<file path="src/rtl/mux_nto1_pipe.sv">
// N-way, W-bit selector with a registered valid/ready output stage and a
// one-entry skid buffer. Each beat carries its select and an out-of-range flag.
module mux_nto1_pipe #(
  parameter int unsigned NUM_IN = 4,
  parameter int unsigned WIDTH  = 5,
  parameter int unsigned CNT_W  = 8,
  localparam int unsigned SEL_W = (NUM_IN > 2) ? $clog2(NUM_IN) : 1
) (
  input  logic                    clk,
  input  logic                    rst,
  input  logic                    in_valid,
  output logic                    in_ready,
  input  logic [SEL_W-1:0]        sel,
  input  logic [NUM_IN*WIDTH-1:0] in_data,
  output logic                    out_valid,
  input  logic                    out_ready,
  output logic [WIDTH-1:0]        out_data,
  output logic [SEL_W-1:0]        out_sel,
  output logic                    out_err,
  output logic [CNT_W-1:0]        beat_cnt
);

  typedef struct packed {
    logic             err;
    logic [SEL_W-1:0] sel;
    logic [WIDTH-1:0] data;
  } beat_t;

  localparam logic [1:0] EMPTY = 2'd0;
  localparam logic [1:0] ONE   = 2'd1;
  localparam logic [1:0] FULL  = 2'd2;

  logic [1:0]       state;
  logic [1:0]       state_nxt;
  logic             in_ready_q;
  logic             out_valid_q;
  beat_t            out_q;
  beat_t            skid_q;
  beat_t            beat_c;
  logic [CNT_W-1:0] cnt_q;
  logic             in_acc;
  logic             out_acc;
  logic             load_out;
  logic             load_skid;
  logic             out_from_skid;

  assign in_acc  = in_valid & in_ready_q;
  assign out_acc = out_valid_q & out_ready;

  // Form the beat from the current select; out-of-range selects carry zero data.
  always_comb begin
    beat_c      = '0;
    beat_c.sel  = sel;
    if (32'(sel) >= NUM_IN) begin
      beat_c.err = 1'b1;
    end else begin
      for (int unsigned k = 0; k < NUM_IN; k++) begin
        if (sel == SEL_W'(k)) begin
          beat_c.data = in_data[k*WIDTH +: WIDTH];
        end
      end
    end
  end

  // Next-state and buffer-load decisions.
  always_comb begin
    state_nxt     = state;
    load_out      = 1'b0;
    load_skid     = 1'b0;
    out_from_skid = 1'b0;
    case (state)
      EMPTY: begin
        if (in_acc) begin
          state_nxt = ONE;
          load_out  = 1'b1;
        end
      end
      ONE: begin
        if (in_acc && out_acc) begin
          load_out = 1'b1;
        end else if (in_acc) begin
          state_nxt = FULL;
          load_skid = 1'b1;
        end else if (out_acc) begin
          state_nxt = EMPTY;
        end
      end
      FULL: begin
        if (out_acc) begin
          state_nxt     = ONE;
          load_out      = 1'b1;
          out_from_skid = 1'b1;
        end
      end
      default: state_nxt = EMPTY;
    endcase
  end

  // State register; handshake flags are registered copies of the next state.
  always_ff @(posedge clk) begin
    if (rst) begin
      state       <= EMPTY;
      in_ready_q  <= 1'b0;
      out_valid_q <= 1'b0;
    end else begin
      state       <= state_nxt;
      in_ready_q  <= (state_nxt != FULL);
      out_valid_q <= (state_nxt != EMPTY);
    end
  end

  // Output register, skid entry and completed-transfer counter.
  always_ff @(posedge clk) begin
    if (rst) begin
      out_q  <= '0;
      skid_q <= '0;
      cnt_q  <= '0;
    end else begin
      if (load_out) begin
        out_q <= out_from_skid ? skid_q : beat_c;
      end
      if (load_skid) begin
        skid_q <= beat_c;
      end
      if (out_acc) begin
        cnt_q <= cnt_q + CNT_W'(1);
      end
    end
  end

  assign in_ready  = in_ready_q;
  assign out_valid = out_valid_q;
  assign out_data  = out_q.data;
  assign out_sel   = out_q.sel;
  assign out_err   = out_q.err;
  assign beat_cnt  = cnt_q;

endmodule

</file>
<file path="config.mk">
export PLATFORM = sky130hd
export DESIGN_NAME = mux_nto1_pipe
export DESIGN_NICKNAME = d
export VERILOG_FILES = /design/src/rtl/mux_nto1_pipe.sv
export SDC_FILE = /design/constraint.sdc
export NUM_CORES = 1
export LEC_CHECK = 0
export BUFFER_PORTS_ARGS = -buffer_cell sky130_fd_sc_hd__clkbuf_2
export CORE_MARGIN = 2
export CORE_UTILIZATION = 44
export CTS_CLUSTER_SIZE = 16
export DETAILED_ROUTE_END_ITERATION = 10
export PLACE_DENSITY_LB_ADDON = 0.05
export SYNTH_ARGS = -nofsm -noshare
export SYNTH_HDL_FRONTEND = slang
export SYNTH_SLANG_ARGS = --single-unit
</file>
<file path="constraint.sdc">
create_clock -name clk -period 1.65 [get_ports clk]
set_input_delay 0.495 -clock clk [delete_from_list [all_inputs] [get_ports clk]]
set_output_delay 0.495 -clock clk [all_outputs]
set_load 0.02 [all_outputs]
</file>
Word level (Yosys, flattened, before mapping)
Cells that the tools add are included.
Widths: inputs -> output; s select.
{"block": "classes", "reduce_logical": 4, "n_bitwise": 2, "n_eq_ne": 6, "mux": 18, "addsub": 1}
{"operator": "$mux 5", "count": 4}
{"operator": "$mux 2", "count": 5}
{"operator": "$add 8x1->8 const B", "count": 1}
{"operator": "$mux 7", "count": 1}
{"operator": "$eq 2x2->1 const B", "count": 3}
{"operator": "$mux 1", "count": 6}
{"operator": "$pmux 2 s3", "count": 1}
{"operator": "$eq 2x1->1 const B", "count": 2}
{"operator": "$logic_not 2->1", "count": 2}
{"operator": "$pmux 1 s3", "count": 1}
{"operator": "$and 1x1->1", "count": 2}
{"operator": "$ne 2x2->1 const B", "count": 1}
{"operator": "$reduce_bool 2->1", "count": 1}
{"operator": "$logic_and 1x1->1", "count": 1}
{"block": "word_totals", "inputBits": 26, "elab_cells": 40, "out_inout_bits": 18, "ff_bits": 27}

Logic depth before layout (Yosys ltp)
{"block": "depth", "depth_word": 6, "ltp_mapped": 5, "ltp_nobuf": 4}

Least setup slack after synthesis
OpenSTA, ideal clock, no wires.
{"block": "synth_path", "path_kind": "input to register", "start": "in sel[0]", "end": "reg out_q (netlist bit out_data[0])", "setup_slack_ns": 0.049, "setup_ns": 0.132, "t_arrival_ns": 1.469, "t_required_ns": 1.518, "cell_stages": 4, "cell_sequence": "buf_2 -> mux4_2 -> a32oi_1 -> a21oi_1"}
{"block": "synth_via", "elab_chain_cells": 6, "word_cells_on_any_way": 9, "cone_classes": "3 x eq/ne; 5 x mux; 1 x reduce/logical"}
{"element": "from (decl)", "line_no": "13", "text": "input logic [SEL_W-1:0] sel,"}
{"element": "$logic_not 2->1", "line_no": "58", "text": "if (sel == SEL_W'(k)) begin"}
{"element": "$mux 5 (3 in series)", "line_no": "58"}
{"element": "$mux 5 *", "line_no": "58"}
{"element": "$mux 7 *", "line_no": "120", "text": "out_q <= out_from_skid ? skid_q : beat_c;"}
{"element": "to (signal assigned)", "line_no": "120"}
{"element": "to (decl)", "line_no": "37", "text": "beat_t out_q;"}
Mark *: on every way between the ends. The rest lies on a longest branch, timed or not.
A chain may end at the register's enable or synchronous reset.

Worst setup path in the final report
{"block": "layout_path", "start": "reg out_valid_q, in the netlist out_valid", "end": "out out_valid"}
{"element": "from (decl)", "line_no": "36", "text": "logic out_valid_q;"}
{"element": "from (signal assigned)", "line_no": "108", "text": "out_valid_q <= (state_nxt != EMPTY);"}
{"element": "to (decl)", "line_no": "15", "text": "output logic out_valid,"}
No word-level cell between the ends.

==> results.json <==
{
  "ys_seq_area_share_pct": 40.74,
  "postSynth.asyncResetShare_pct": 0,
  "synth_edf_count": 0,
  "final_hold_viol_count": 0,
  "grt_max_degree": 16,
  "io_pins": 44,
  "die_y_um": 57.88,
  "path_class": "reg2out",
  "max_stage_delay_ps": 510,
  "cp.depth": 1,
  "die-area_um2": 3350,
  "rsz0062_at_grt": "false",
  "ir_drop_uv": 477.3,
  "cts-root-buf": "clkbuf_4",
  "total_power_uw": 1243,
  "crit_chain": "clkbuf_2",
  "routed-via-count": 1284,
  "cts_sinks": 26,
  "cts-resized-gates": 0,
  "post-route-min-period_ps": 1550,
  "outcome": "completed",
  "crit_slowest_cell": "dfxtp_1",
  "layout.cells.non_filler": 214,
  "hp-class": "in2reg",
  "clk_path_buf_depth": 2,
  "cts_made_buffers": 3,
  "drc_errors": 0,
  "rr_worst_depth": 3,
  "worst_clock_skew_ps": 6.837,
  "synth_top_area_share_pct": 40.74,
  "start_util_pct": 46.32,
  "htree_levels": 1,
  "critPathTopFamily": "flip-flops",
  "cts.clk_slew.worst_paths_ps": 150,
  "power_density_nw_per_um2": 793.3,
  "diodes": 0,
  "synth_ff_type": "dfxtp_1",
  "die_x_um": 57.88,
  "cp-end-kind": "output pin",
  "fin_crit_sh_pct": 93.91,
  "cts-hold-fix-buffers": 0,
  "synthTopCellsByArea": "dfxtp_1, mux4_2, a21oi_1",
  "utilization_pct": 56.81,
  "portBuffers": 42,
  "grt.total_usage_pct": 19.77,
  "seqCellArea_um2": 520.5,
  "multi_input_area_um2": 689.4,
  "clock_latency_ps": 330,
  "worst-path-buf-inv": 1,
  "hold_depth": 2,
  "drt_pass1_iterations": 4,
  "num-fill-cells": 262,
  "p_leak_uw": 0.0006183,
  "ys.warnings.count": 0,
  "synth_area_per_cell_um2": 8.996,
  "drive_gt1_share_pct": 33.88,
  "synth_cells": 142,
  "maxCapViolCount": 0,
  "dr.first_iter.drc_count": 46,
  "antenna_found_initial": 0,
  "required_ps": 1150,
  "syn_area_um2": 1277,
  "ys_seq_elements": 26,
  "cts_setup_buffers": 0,
  "setup_viol": 0,
  "area_growth_pct": 22.62,
  "avgViaCountPerCell": 6.000,
  "path_max_fanout": 9,
  "overflow": 0,
  "core_um2": 2758,
  "yosysUniqueCellTypes": 41,
  "drtAntennaViolNets": 0,
  "cts_tree": "yes",
  "rows": 19,
  "nets": 211,
  "syn_nets": 169,
  "placed_cells": 210,
  "worstPathArrival_ps": 1050,
  "setup-tns-final_ps": 0,
  "dp_hpwl_um": 2337,
  "avgRoutedWirePerCell_um": 14.61,
  "yosys.area.top_type": "dfxtp_1",
  "slew_violations": 0,
  "grt_first_pass_wirelength_um": 5064,
  "grt_pass1_vias": 1150,
  "startpoint_type": "flop",
  "max_clock_freq_mhz": 645.4,
  "wirelength_um": 3126,
  "gp_congestion": 0.8087
}
-- placed cells by master (no fill, tap or decap), types with 2 or more instances in the layout --
master	instances
o31ai_1	2
dfxtp_1	26
mux4_2	5
nand4_1	2
o211ai_1	5
or3_1	2
buf_4	8
inv_1	3
clkbuf_2	42
nand3b_1	2
nand2_1	5
a32oi_1	5
or4_1	2
nand3_1	11
nor2_1	3
o21ai_0	12
a21oi_1	21
clkbuf_4	3
-- final cells by class --
cell class	count	share of cell area, %
well taps	31	2.476
inverters	3	0.7189
multi-input cells	100	44.01
repair buffers	50	17.25
clock buffers	4	2.316
flip-flops and latches	26	33.23
-- worst paths after layout --
path / from / slack [ps] / to
worst max-delay path: out_valid / 100 / out_valid
worst max register to register: out_valid / 210 / beat_cnt[7]
worst min-delay path: rst / 490 / out_data[3]
worst min register to register: skid_q[4] / 490 / out_data[4]
-- sequential cells by signal (all words and copies together) (netlist names) --
signal     flops
skid_q         7
state          2
in_ready       1
out_valid      1
beat_cnt       8
out_sel        2
out_data       5
-- stage by stage --
stage | cell area (µm²) | hold slack [ps] | setup slack [ps]
floorplan | 1277 | 451.9 | 48.99
global placement | 1530 | 457.3 | 26.22
detailed placement | 1530 | 474.7 | -16.48
CTS | 1567 | 479.7 | 85.81
global route | 1567 | 493.0 | 35.43
finish | 1567 | 485.2 | 100.5
-- cell usage after synthesis, types with 2 or more instances --
master / number
o211ai_1: 5
a32oi_1: 5
nand4_1: 2
nand3_1: 11
buf_2: 3
or3_1: 2
a21oi_1: 21
mux4_2: 5
nor2_1: 3
o31ai_1: 2
nand3b_1: 2
clkbuf_1: 9
nand2_1: 5
o21ai_0: 12
or4_1: 2
dfxtp_1: 26
inv_1: 3
-- cell families after synthesis --
family,synth area share [%]
adder cells (fa/ha/maj),0.9793
XOR/XNOR,1.371
other,0.2935
buffers and inverters,5.289
multiplexers,9.599
flip-flops,40.74
AO/OA/AOI/OAI,24.68
AND/OR/NAND/NOR,17.04
-- routing by layer --
metal	track usage, %	routed length, µm	part of all wire, %
met5	0	0	0
met4	5.980	27	0.86
met3	2.679	195	6.2
met2	34.42	1546	49
met1	25.46	1357	43
-- power breakdown --
group / switching, µW / internal [µW] / total, µW
sequential: 23.8 / 653 / 677
combinational: 127 / 105 / 232
clock: 199 / 135 / 334
Note: power is estimated with default switching activity, not from simulation.
